==> config.mk <==
export PLATFORM = sky130hd
export DESIGN_NAME = redraw_sequencer
export DESIGN_NICKNAME = d
export VERILOG_FILES = /design/src/rtl/redraw_sequencer.sv
export SDC_FILE = /design/constraint.sdc
export NUM_CORES = 1
export LEC_CHECK = 0
export CAP_MARGIN = 0
export CORE_MARGIN = 3
export CORE_UTILIZATION = 48
export DETAILED_ROUTE_END_ITERATION = 6
export PLACE_DENSITY_LB_ADDON = 0.08
export SLEW_MARGIN = 10
export SYNTH_ARGS = -nofsm -noshare
export SYNTH_HDL_FRONTEND = slang
export SYNTH_SLANG_ARGS = --single-unit
==> constraint.sdc <==
create_clock -name clk -period 3.02 [get_ports clk]
set_input_delay 0.906 -clock clk [delete_from_list [all_inputs] [get_ports clk]]
set_output_delay 0.906 -clock clk [all_outputs]
set_load 0.005 [all_outputs]
==> src/rtl/redraw_sequencer.sv <==
// Clear-then-draw sequencer between the shape drawer and the VGA adapter; redraws when the
// requested shape changes. Define CLIP_EN to suppress off-screen drawer pixels during DRAW.
module redraw_sequencer #(
   parameter int         SCR_W     = 160,
   parameter int         SCR_H     = 120,
   parameter logic [2:0] BG_COLOUR = 3'b000
) (
   input  logic       clk,
   input  logic       rst,
   input  logic       enable,
   input  logic [2:0] req_colour,
   input  logic [7:0] req_centre_x,
   input  logic [6:0] req_centre_y,
   input  logic [7:0] req_diameter,
   output logic       drw_start,
   output logic [2:0] drw_colour,
   output logic [7:0] drw_centre_x,
   output logic [6:0] drw_centre_y,
   output logic [7:0] drw_diameter,
   input  logic       drw_done,
   input  logic [7:0] drw_x,
   input  logic [6:0] drw_y,
   input  logic [2:0] drw_colour_px,
   input  logic       drw_plot,
   output logic [7:0] vga_x,
   output logic [6:0] vga_y,
   output logic [2:0] vga_colour,
   output logic       vga_plot,
   output logic       busy,
   output logic [7:0] frame_count
);

   localparam logic [2:0] S_IDLE   = 3'd0;
   localparam logic [2:0] S_CLEAR  = 3'd1;
   localparam logic [2:0] S_LAUNCH = 3'd2;
   localparam logic [2:0] S_DRAW   = 3'd3;
   localparam logic [2:0] S_HOLD   = 3'd4;

   localparam logic [7:0] X_LAST = 8'(SCR_W - 1);
   localparam logic [6:0] Y_LAST = 7'(SCR_H - 1);

   logic [2:0] state;
   logic [7:0] clr_x;
   logic [6:0] clr_y;
   logic       req_changed;
   logic       on_screen;

   // Full-width compare of the live request against the snapshot taken at LAUNCH
   assign req_changed = {req_colour, req_centre_x, req_centre_y, req_diameter} !=
                        {drw_colour, drw_centre_x, drw_centre_y, drw_diameter};

`ifdef CLIP_EN
   assign on_screen = ({1'b0, drw_x} < 9'(SCR_W)) && ({1'b0, drw_y} < 8'(SCR_H));
`else
   assign on_screen = 1'b1;
`endif

   always_ff @(posedge clk) begin
      if (rst) begin
         state        <= S_IDLE;
         clr_x        <= '0;
         clr_y        <= '0;
         drw_colour   <= '0;
         drw_centre_x <= '0;
         drw_centre_y <= '0;
         drw_diameter <= '0;
         frame_count  <= '0;
      end else begin
         case (state)
            S_IDLE: begin
               if (enable) begin
                  state <= S_CLEAR;
                  clr_x <= '0;
                  clr_y <= '0;
               end
            end
            S_CLEAR: begin
               if (clr_x == X_LAST) begin
                  clr_x <= '0;
                  if (clr_y == Y_LAST) begin
                     clr_y <= '0;
                     state <= S_LAUNCH;
                  end else begin
                     clr_y <= clr_y + 7'd1;
                  end
               end else begin
                  clr_x <= clr_x + 8'd1;
               end
            end
            S_LAUNCH: begin
               drw_colour   <= req_colour;
               drw_centre_x <= req_centre_x;
               drw_centre_y <= req_centre_y;
               drw_diameter <= req_diameter;
               state        <= S_DRAW;
            end
            S_DRAW: begin
               if (drw_done) begin
                  frame_count <= frame_count + 8'd1;
                  state       <= S_HOLD;
               end
            end
            S_HOLD: begin
               // A lingering done from the finished pass must drop before any decision
               if (!drw_done) begin
                  if (!enable) begin
                     state <= S_IDLE;
                  end else if (req_changed) begin
                     state <= S_CLEAR;
                     clr_x <= '0;
                     clr_y <= '0;
                  end
               end
            end
            default: state <= S_IDLE;
         endcase
      end
   end

   always_comb begin
      busy       = (state != S_IDLE);
      drw_start  = (state == S_DRAW);
      vga_x      = '0;
      vga_y      = '0;
      vga_colour = '0;
      vga_plot   = 1'b0;
      case (state)
         S_CLEAR: begin
            vga_x      = clr_x;
            vga_y      = clr_y;
            vga_colour = BG_COLOUR;
            vga_plot   = 1'b1;
         end
         S_DRAW: begin
            vga_x      = drw_x;
            vga_y      = drw_y;
            vga_colour = drw_colour_px;
            vga_plot   = drw_plot & on_screen;
         end
         default: ;
      endcase
   end

endmodule
======== Yosys cells after proc, flatten, opt, wreduce, memory -nomap -nowiden ========
Index checks and enable logic that the tools add are counted.
W data, S select, Z words.
cells by class
  $add $sub $neg .......................... 3
  equality and inequality tests ........... 15
  muxes and demuxes ....................... 25
  reduce and logical (&&, ||, !) cells .... 7
operator list
  operator               number
  $mux W7                6
  $mux W8                5
  $ne A26 B26 Y1         1
  $mux W3                8
  $pmux W8 S3            1
  $pmux W7 S3            1
  $add A8 B1 Y8 const B  2
  $pmux W8 S2            1
  $pmux W3 S5            1
  $pmux W7 S2            1
  $ne A2 B2 Y1 const B   6
  $reduce_and A6 Y1      2
  $eq A8 B8 Y1 const B   1
  $add A7 B1 Y7 const B  1
  $eq A7 B7 Y1 const B   1
  $eq A3 B2 Y1 const B   2
  $reduce_bool A3 Y1     2
  $reduce_and A5 Y1      1
  $eq A3 B1 Y1 const B   1
  $eq A3 B3 Y1 const B   1
  $logic_not A3 Y1       1
  $ne A3 B3 Y1 const B   1
  $ne A2 B1 Y1 const B   1
  $pmux W1 S2            1
  $reduce_and A2 Y1      1
word-level totals
  flip-flop bits (word level) ............. 52
  input port bits ......................... 49
  output and inout port bits .............. 55
  word-level logic and storage cells ...... 58

======== Logic depth before layout (Yosys ltp) ========
Gate-level depths: netlist (run 1).
  depth after elaboration ................. 5
  mapped depth ............................ 7
  depth with buffers taken out ............ 6

======== Least setup slack after synthesis (run 1) ========
Ideal clock, no wire load.
  kind .................................... reg2out
  start ................................... register state[0]
  end ..................................... output vga_x[1]
  arrival time ............................ 1332 ps
  data required time ...................... 2114 ps
  setup slack ............................. 782 ps
  cell stages (with the launch flop) ...... 6
  path buffers ............................ 3
  path through ............................ dfxtp_1 -> clkbuf_1 -> and3b_1 -> buf_2 -> buf_2 -> a22o_1
between the ends
  longest elaborated chain between the ends .. 2
  elaborated cells between the ends (all ways) .. 3
  those cells by class .................... 2 x eq/ne; 1 x mux
RTL lines
  what                      RTL line  text
  start: declaration        42        logic [2:0] state;
  start signal: assignment  60        state <= S_IDLE;
  start signal: assignment  72        state <= S_CLEAR;
  start signal: assignment  82        state <= S_LAUNCH;
  $eq A3 B2 Y1              -
  via drw_start             15        output logic drw_start,
  $pmux W8 S2               127       case (state)
  end: declaration          25        output logic [7:0] vga_x,
The timed path passes the listed nets, and every way through them passes these cells.

======== Worst setup path after layout (run 1) ========
  start ................................... input drw_plot
  end ..................................... output vga_plot
between the ends
  longest elaborated chain between the ends .. 1
RTL lines
  what                RTL line  text
  start: declaration  24        input logic drw_plot,
  $pmux W1 S2         127
  end: declaration    28        output logic vga_plot,
Every way passes these cells.

==> impl_results.md, run 1 <==
* Status: complete, no violations
* Yosys Warn Count at 0
* Hold_sp: drw_centre_y[1]$_SDFFE_PP0P_
* Power per cell area at approximately 570 nW/um^2
* Global route overflow at 0
* Final wirelength at approximately 7500 um
* Slew Limit Fails at 0
* Vias in the first global route at 2703
* Crit path arrival time at approximately 2 ns
* Post-synth EDFFs at 0
* Top cells by count, synth: 63 x nand2_1, 52 x dfxtp_1, 37 x a21oi_1, 27 x xnor2_1, 20 x nor2_1
* Post-CTS Hold Buffers at 0
* Maxcap violations at 0
* CP Class: primary input to primary output
* Asr flop ratio synth at 0%
* Post-synthesis sequential area ratio at about 37%
* Top post-synthesis cells by area: dfxtp_1 37%, nand2_1 8.3%, xnor2_1 8.3%
* Worst hold path class: flop to flop
* Core ar. at 5608 um^2
* Dpl ws at 0.1032 ns
* Hold_ws at 0.4858 ns
* I/O pin count at between 100 and 150
* Fin. Hold Viols at 0
* Setup ws final at a little over 0.1 ns
* Clock skew at just under 0.003 ns
* Final net count at between 400 and 500
* Yosys cell types at 50
* Initial cell density of the core at between 50 and 60%
* Die width at ~83 um
* Total Power at ~2.3 mW
* DRT Pass-1 Iters at 4
* Top cell type's share of synthesized area at 36.65%
* Slew HR at between 30% and 40%
* Die ar. at approximately 7000 um^2
* Reg2Reg Launch Point: clr_y[0]$_SDFFE_PP0P_
* Layout cell share with drive strength beyond 1 at between 7 and 8%
* Drt initial violations at 142
* Cell leakage power at 1.376 nW
* Crit path capture type: primary output
* Tightest Pin Transition at 0.9134 ns
* Pin count of the biggest net entering global routing at 38
* Mapped Nets at between 300 and 400
* Area delta synth->final at 42.78%
* RSZ-0062 raised after global routing: false
* Worst-path maximum fanout at 1
* Port Buf Inserts at ~100
* Top FF cell, synth: dfxtp_1
* Maximum vdd drop at around 0.0005 V
* First-pass GRT wire length at about 13000 um
* Post-CTS Resized at 0
* TritonCTS Sinks at 52
* Max clock buf depth at 2
* Post-layout util at between 70% and 80%
* Synth Area per Inst at 8.354 um^2
* Crit share post-route at 96.60%
* Startpoint types: primary input
* Total track usage at between 20% and 30%
* Gpl congestion at slightly above 0.8
* Htree depth at 2
* CTS tree: yes
* ANT nets after route at 0
* Synthesized cell area at between 2000 and 3000 um^2
* Total CTS buffers at 5
* Final Critical Period at between 2 and 3 ns
* Die height at roughly 83 um
* Number of diodes at 0
* Row cnt at 27
* Via count at approximately 2.8k
* Initial antenna violation count at 0
* Dpl hpwl at approximately 5500 um
* Post-synthesis cell count at 340
* Final Cell Area at ~4100 um^2
* Clock Pin Slew Worst Setup and Hold Paths at ~0.090 ns
* F_max at around 340 MHz
* Vias per cell at ~5.5
* Post-CTS Setup Bufs at 0
* Final setup viols at 0
* Most frequent cell after synthesis: nand2_1
* Synth area leader: dfxtp_1
* Setup tns final at 0 ns
* Clock Latency Late Sink at about 0.3 ns
* Placed cell count at just over 500
* Fin cells at a little over 500
* FF+latch count, synth at 52
* Drt wl/cell at between 10 and 15 um
* Clock Tree Root: clkbuf_8
* Drt drc at 0
* Crit. Startpoint: drw_plot
* Critical path data required time at about 2.1 ns
* Placed standard-cell area at about 4000 um^2
-- state kept, by name, summed over array words and instances, names as in the netlist --
name	count
clr_x	8
drw_centre_x	8
drw_diameter	8
frame_count	8
clr_y	7
drw_centre_y	7
drw_colour	3
state	3
-- critical path, cell delays in order --
cell and delay, ns:
clkdlybuf4s50_1 0.46, o211a_1 0.13, clkdlybuf4s50_1 0.52
-- per-layer routing --
| layer | vias to the layer above | global-route usage (%) | wire, um |
|---|---|---|---|
| met4 | 0 | 4.012 | 79 |
| met5 | - | 0 | 0 |
| li1 | 1409 | - | - |
| met3 | 8 | 7.143 | 572 |
| met1 | 1316 | 24.59 | 3118 |
| met2 | 93 | 39.80 | 3770 |
-- kinds of logic (layout without fill, tap and decap cells) --
logic type,Yosys count,in the layout,synth area share [%]
fa+ha+maj,3,3,1.322
mux,3,3,1.057
buf+inv,21,120,3.128
simple gates,141,141,26.04
compound gates,87,87,21.63
flops,52,52,36.65
xor+xnor,33,33,10.18
-- report_power, final --
group          switching, mW  internal [mW]  total, mW
Clock                  0.225          0.293      0.518
Combinational          0.447          0.467      0.913
Sequential             0.105          0.782      0.886
-- layout by cell type, fill, tap and decap left out, types with 2 or more instances in the layout --
| cell type | n |
|---|---|
| nor4_4 | 2 |
| clkdlybuf4s50_1 | 102 |
| a22oi_1 | 3 |
| a211oi_2 | 3 |
| nand3b_1 | 3 |
| dfxtp_1 | 51 |
| or3_1 | 4 |
| o21ai_0 | 7 |
| nand3_1 | 10 |
| a21oi_1 | 37 |
| a211oi_1 | 2 |
| buf_4 | 7 |
| and2_1 | 4 |
| nor2b_1 | 2 |
| nand2_1 | 63 |
| xor2_1 | 6 |
| ha_1 | 3 |
| a41oi_1 | 2 |
| nand2b_1 | 5 |
| nand4_1 | 12 |
| nand4b_1 | 2 |
| mux2i_1 | 3 |
| xnor2_1 | 27 |
| a21oi_2 | 2 |
| a311oi_1 | 5 |
| inv_1 | 2 |
| clkbuf_8 | 7 |
| a21oi_4 | 2 |
| a22o_1 | 15 |
| nor2_1 | 20 |
| nor3_1 | 2 |
| o21a_1 | 2 |
| and3_1 | 2 |
-- area by class of cell --
type                    instances  area [um^2]
inverters                       2        7.507
clock buffers                   7        96.34
fillers                       450         1553
repair buffers                110         1079
well taps                      72        90.09
flip-flops and latches         52         1042
multi-input cells             267         1710
clock inverters                 1        30.03
-- path summary, 6_finish.rpt --
check	endpoint	depth (start not counted)	slack, ns
min reg2reg	drw_centre_y[1]$_SDFFE_PP0P_	2	0.49
max	vga_plot	3	0.10
min	drw_centre_y[1]$_SDFFE_PP0P_	2	0.49
max reg2reg	state[2]$_SDFFE_PP0P_	6	1.00
Note: power is estimated with default switching activity, not from simulation.
==> run 2, diff against run 1 <==
--- a/config.mk
+++ b/config.mk
@@ -5,12 +5,13 @@
 export SDC_FILE = /design/constraint.sdc
 export NUM_CORES = 1
 export LEC_CHECK = 0
+export ABC_AREA = 1
 export CAP_MARGIN = 0
 export CORE_MARGIN = 3
-export CORE_UTILIZATION = 48
+export CORE_UTILIZATION = 49
 export DETAILED_ROUTE_END_ITERATION = 6
 export PLACE_DENSITY_LB_ADDON = 0.08
-export SLEW_MARGIN = 10
+export SLEW_MARGIN = 20
 export SYNTH_ARGS = -nofsm -noshare
 export SYNTH_HDL_FRONTEND = slang
 export SYNTH_SLANG_ARGS = --single-unit
==> run 2 against run 1 <==
Flip-flop and latch count is the same. Register-to-register slack gained 0.30 ns. Final cell count is 28% higher. Routed wire length grew 2.1%. Clock skew increased by 0.0012 ns. Highest routed layer unchanged. Via count increased by 13%. Global-route usage up 0.21 points. Core utilization is 1.9 points higher. Largest cell class unchanged. Non-clock buffer count increased by 4. First-iteration DRC count shrank 19%.
==> impl_results.md, run 2 <==
* Post-synth EDFFs at 0 (unchanged)
* Most frequent cell after synthesis: nand2_1 (unchanged)
* Initial cell density of the core at 52.27% (was 50.65%)
* Clock Latency Late Sink at 0.29 ns (was 0.30 ns)
* Setup tns final at 0 ns (unchanged)
* Worst hold path class: flop to flop (unchanged)
* Yosys cell types at 30 (was 50)
* Synthesized cell area at 2984 um^2 (was 2840 um^2)
* Post-CTS Hold Buffers at 0 (unchanged)
* Vias in the first global route at 3040 (was 2703)
* Crit share post-route at 96.59% (was 96.60%)
* TritonCTS Sinks at 52 (unchanged)
* Die width at 84.04 um (was 82.92 um)
* Reg2Reg Launch Point: clr_y[0]$_SDFFE_PP0P_ (unchanged)
* Critical path's slowest cell: clkdlybuf4s50_1 (unchanged)
* First-pass GRT wire length at 13140 um (was 12720 um)
* Core ar. at 5709 um^2 (was 5608 um^2)
* Drt drc at 0 (unchanged)
* Tightest Pin Transition at 0.4355 ns (was 0.9134 ns)
* Die ar. at 7063 um^2 (was 6876 um^2)
* Hold_sp: clr_x[4]$_SDFFE_PP0P_ (was drw_centre_y[1]$_SDFFE_PP0P_)
* Asr flop ratio synth at 0% (unchanged)
* Post-synthesis cell count at 472 (was 340)
* Post-layout util at 74.21% (was 72.31%)
* Top cells by count, synth: 120 x nand2_1, 83 x nor2_1, 63 x inv_1, 52 x dfxtp_1, 46 x o21ai_0 (was 63 x nand2_1, 52 x dfxtp_1, 37 x a21oi_1, 27 x xnor2_1, 20 x nor2_1)
* Total track usage at 21.93% (was 21.72%)
* Clock Tree Root: clkbuf_8 (unchanged)
* Placed cell count at 638 (was 503)
* Fin. Hold Viols at 0 (unchanged)
* Dpl hpwl at 5753 um (was 5467 um)
* Fin cells at 653 (was 511)
* Row cnt at 27 (unchanged)
* Slew HR at 70.93% (was 39.11%)
* Top cell type's share of synthesized area at 34.88% (was 36.65%)
* Pin count of the biggest net entering global routing at 41 (was 38)
* Total CTS buffers at 5 (unchanged)
* FF+latch count, synth at 52 (unchanged)
* Layout cell share with drive strength beyond 1 at 6.885% (was 7.745%)
* Maximum vdd drop at 0.0003555 V (was 0.0004962 V)
* Htree depth at 2 (unchanged)
* Mapped Nets at 524 (was 392)
* Worst-path maximum fanout at 1 (unchanged)
* Most numerous cell on the critical path: clkdlybuf4s50_1 (unchanged)
* Die height at 84.04 um (was 82.92 um)
* I/O pin count at 104 (unchanged)
* Drt wl/cell at 11.79 um (was 14.76 um)
* Port Buf Inserts at 103 (unchanged)
* FILL cells at 467 (was 450)
* CP Class: primary input to primary output (unchanged)
* Hold_ws at 0.4819 ns (was 0.4858 ns)
* Crit path capture type: primary output (unchanged)
* DRT Pass-1 Iters at 4 (unchanged)
* Clock skew at 0.004075 ns (was 0.002911 ns)
* Via count at 3205 (was 2826)
* Yosys Warn Count at 0 (unchanged)
* Area delta synth->final at 41.97% (was 42.78%)
* Max clock buf depth at 2 (unchanged)
* Number of diodes at 0 (unchanged)
* Maxcap violations at 0 (unchanged)
* Largest stage delay on the critical path at 0.52 ns (about the same)
* Top post-synthesis cells by area: dfxtp_1 35%, nand2_1 15%, nor2_1 10% (was dfxtp_1 37%, nand2_1 8.3%, xnor2_1 8.3%)
* CP Cell Sequence: clkdlybuf4s50_1 > nand2_1 > o21ai_1 > clkdlybuf4s50_1 (was clkdlybuf4s50_1 > o211a_1 > clkdlybuf4s50_1)
* Final net count at 632 (was 490)
* FF/Latch Area at 1042 um^2 (unchanged)
* Initial antenna violation count at 0 (unchanged)
* Commonest non-fill, non-tap cells in the layout: 120 x nand2_1, 101 x clkdlybuf4s50_1, 82 x nor2_1, 61 x inv_1, 51 x dfxtp_1 (was 102 x clkdlybuf4s50_1, 63 x nand2_1, 51 x dfxtp_1, 37 x a21oi_1, 27 x xnor2_1)
* CTS tree: yes (unchanged)
* RSZ-0062 raised after global routing: false (unchanged)
* Synth Area per Inst at 6.322 um^2 (was 8.354 um^2)
* Synth area leader: dfxtp_1 (unchanged)
* Global route overflow at 0 (unchanged)
* F_max at 342.8 MHz (about the same)
* Power per cell area at 551.3 nW/um^2 (was 571.5 nW/um^2)
* ANT nets after route at 0 (unchanged)
* Crit. Startpoint: drw_y[1] (was drw_plot)
* Critical path data required time at 2.11 ns (about the same)
* Cell leakage power at 1.863 nW (was 1.376 nW)
* Gpl congestion at 0.8657 (was 0.8152)
* Clock Pin Slew Worst Setup and Hold Paths at 0.09 ns (about the same)
* Crit path arrival time at 2.01 ns (about the same)
* Status: complete, no violations (unchanged)
* Drt initial violations at 115 (was 142)
* Area of the multi-input gates at 1642 um^2 (was 1710 um^2)
* Top FF cell, synth: dfxtp_1 (unchanged)
* Final setup viols at 0 (unchanged)
* Final Critical Period at 2.917 ns (about the same)
* Final wirelength at 7701 um (was 7540 um)
* Commonest non-fill, non-tap cell in the layout: nand2_1 (was clkdlybuf4s50_1)
* Post-synthesis sequential area ratio at 34.88% (was 36.65%)
* Slew Limit Fails at 0 (unchanged)
* Startpoint types: primary input (unchanged)
* Vias per cell at 4.908 (was 5.530)
run 2: cell count changes in the layout (fill, tap and decap cells not counted), moves of 15 or more:
cell     delta
o21ai_0    +30
xnor2_1    -27
nand2_1    +57
nor2_1     +62
a22o_1     -15
inv_1      +59
run 2: repair_timing:
action,in CTS,in global routing
setup endpoints to repair,15,16
gates resized for setup,2,14
pin swaps,0,1
buffers inserted,4,3
run 2: report_power, final:
| group | switching [mW] | internal (mW) |
|---|---|---|
| registers | 0.111 | 0.809 |
| clock network | 0.216 | 0.187 |
| logic | 0.538 | 0.474 |
run 2: worst paths after layout:
check | endpoint | slack [ns] | cells past startpoint
setup / recovery | vga_y[1] | 0.10 | 4
hold / removal | clr_x[4]$_SDFFE_PP0P_ | 0.48 | 2
setup reg to reg | state[2]$_SDFFE_PP0P_ | 1.30 | 10
hold reg to reg | clr_x[4]$_SDFFE_PP0P_ | 0.48 | 2
run 2: per-layer routing:
metal	up-vias	GRT usage [%]	routed length, um
met5	-	0	0
met4	0	4.971	42
met3	4	6.811	602
met2	95	38.45	3721
met1	1421	26.01	3334
li1	1685	-	-
run 2: through the flow:
step	worst slack (ns)	area [um^2]	power, mW
after CTS	0.003487	4204	2.325
after floorplan	0.8535	2984	1.488
after global routing	0.001631	4237	2.525
after detailed placement	0.07513	4083	1.882
after global placement	0.09462	4083	1.851
final	0.1030	4237	2.335
run 2: kinds of logic (layout without fill, tap and decap cells):
| kind of cell | count (synthesis) | count (layout) | share of synthesized area [%] |
|---|---|---|---|
| AND/OR/NAND/NOR | 244 | 244 | 35.81 |
| buffers and inverters | 80 | 189 | 10.36 |
| XOR/XNOR | 12 | 12 | 3.522 |
| flip-flops | 52 | 52 | 34.88 |
| adder cells (fa/ha/maj) | 3 | 3 | 1.258 |
| AO/OA/AOI/OAI | 81 | 81 | 14.17 |
run 2: area by class of cell:
class,count,area share (%)
multi-input cells,340,38.75
repair buffers,114,26.34
flip-flops and latches,52,24.60
inverters,67,6.054
clock buffers,8,2.126
well taps,72,2.126
run 2: critical path: cells and delay by family:
family	cells	cell delay [ns]
compound gates	1	0.09
buf+inv	2	0.97
simple gates	1	0.05
==> run 3, diff against run 2 <==
--- a/config.mk
+++ b/config.mk
@@ -11,7 +11,7 @@
 export CORE_UTILIZATION = 49
 export DETAILED_ROUTE_END_ITERATION = 6
 export PLACE_DENSITY_LB_ADDON = 0.08
-export SLEW_MARGIN = 20
+export SLEW_MARGIN = 30
 export SYNTH_ARGS = -nofsm -noshare
 export SYNTH_HDL_FRONTEND = slang
 export SYNTH_SLANG_ARGS = --single-unit
==> results of run 3 <==
No change in the layout: final DEF, timing and power equal those of run 2.
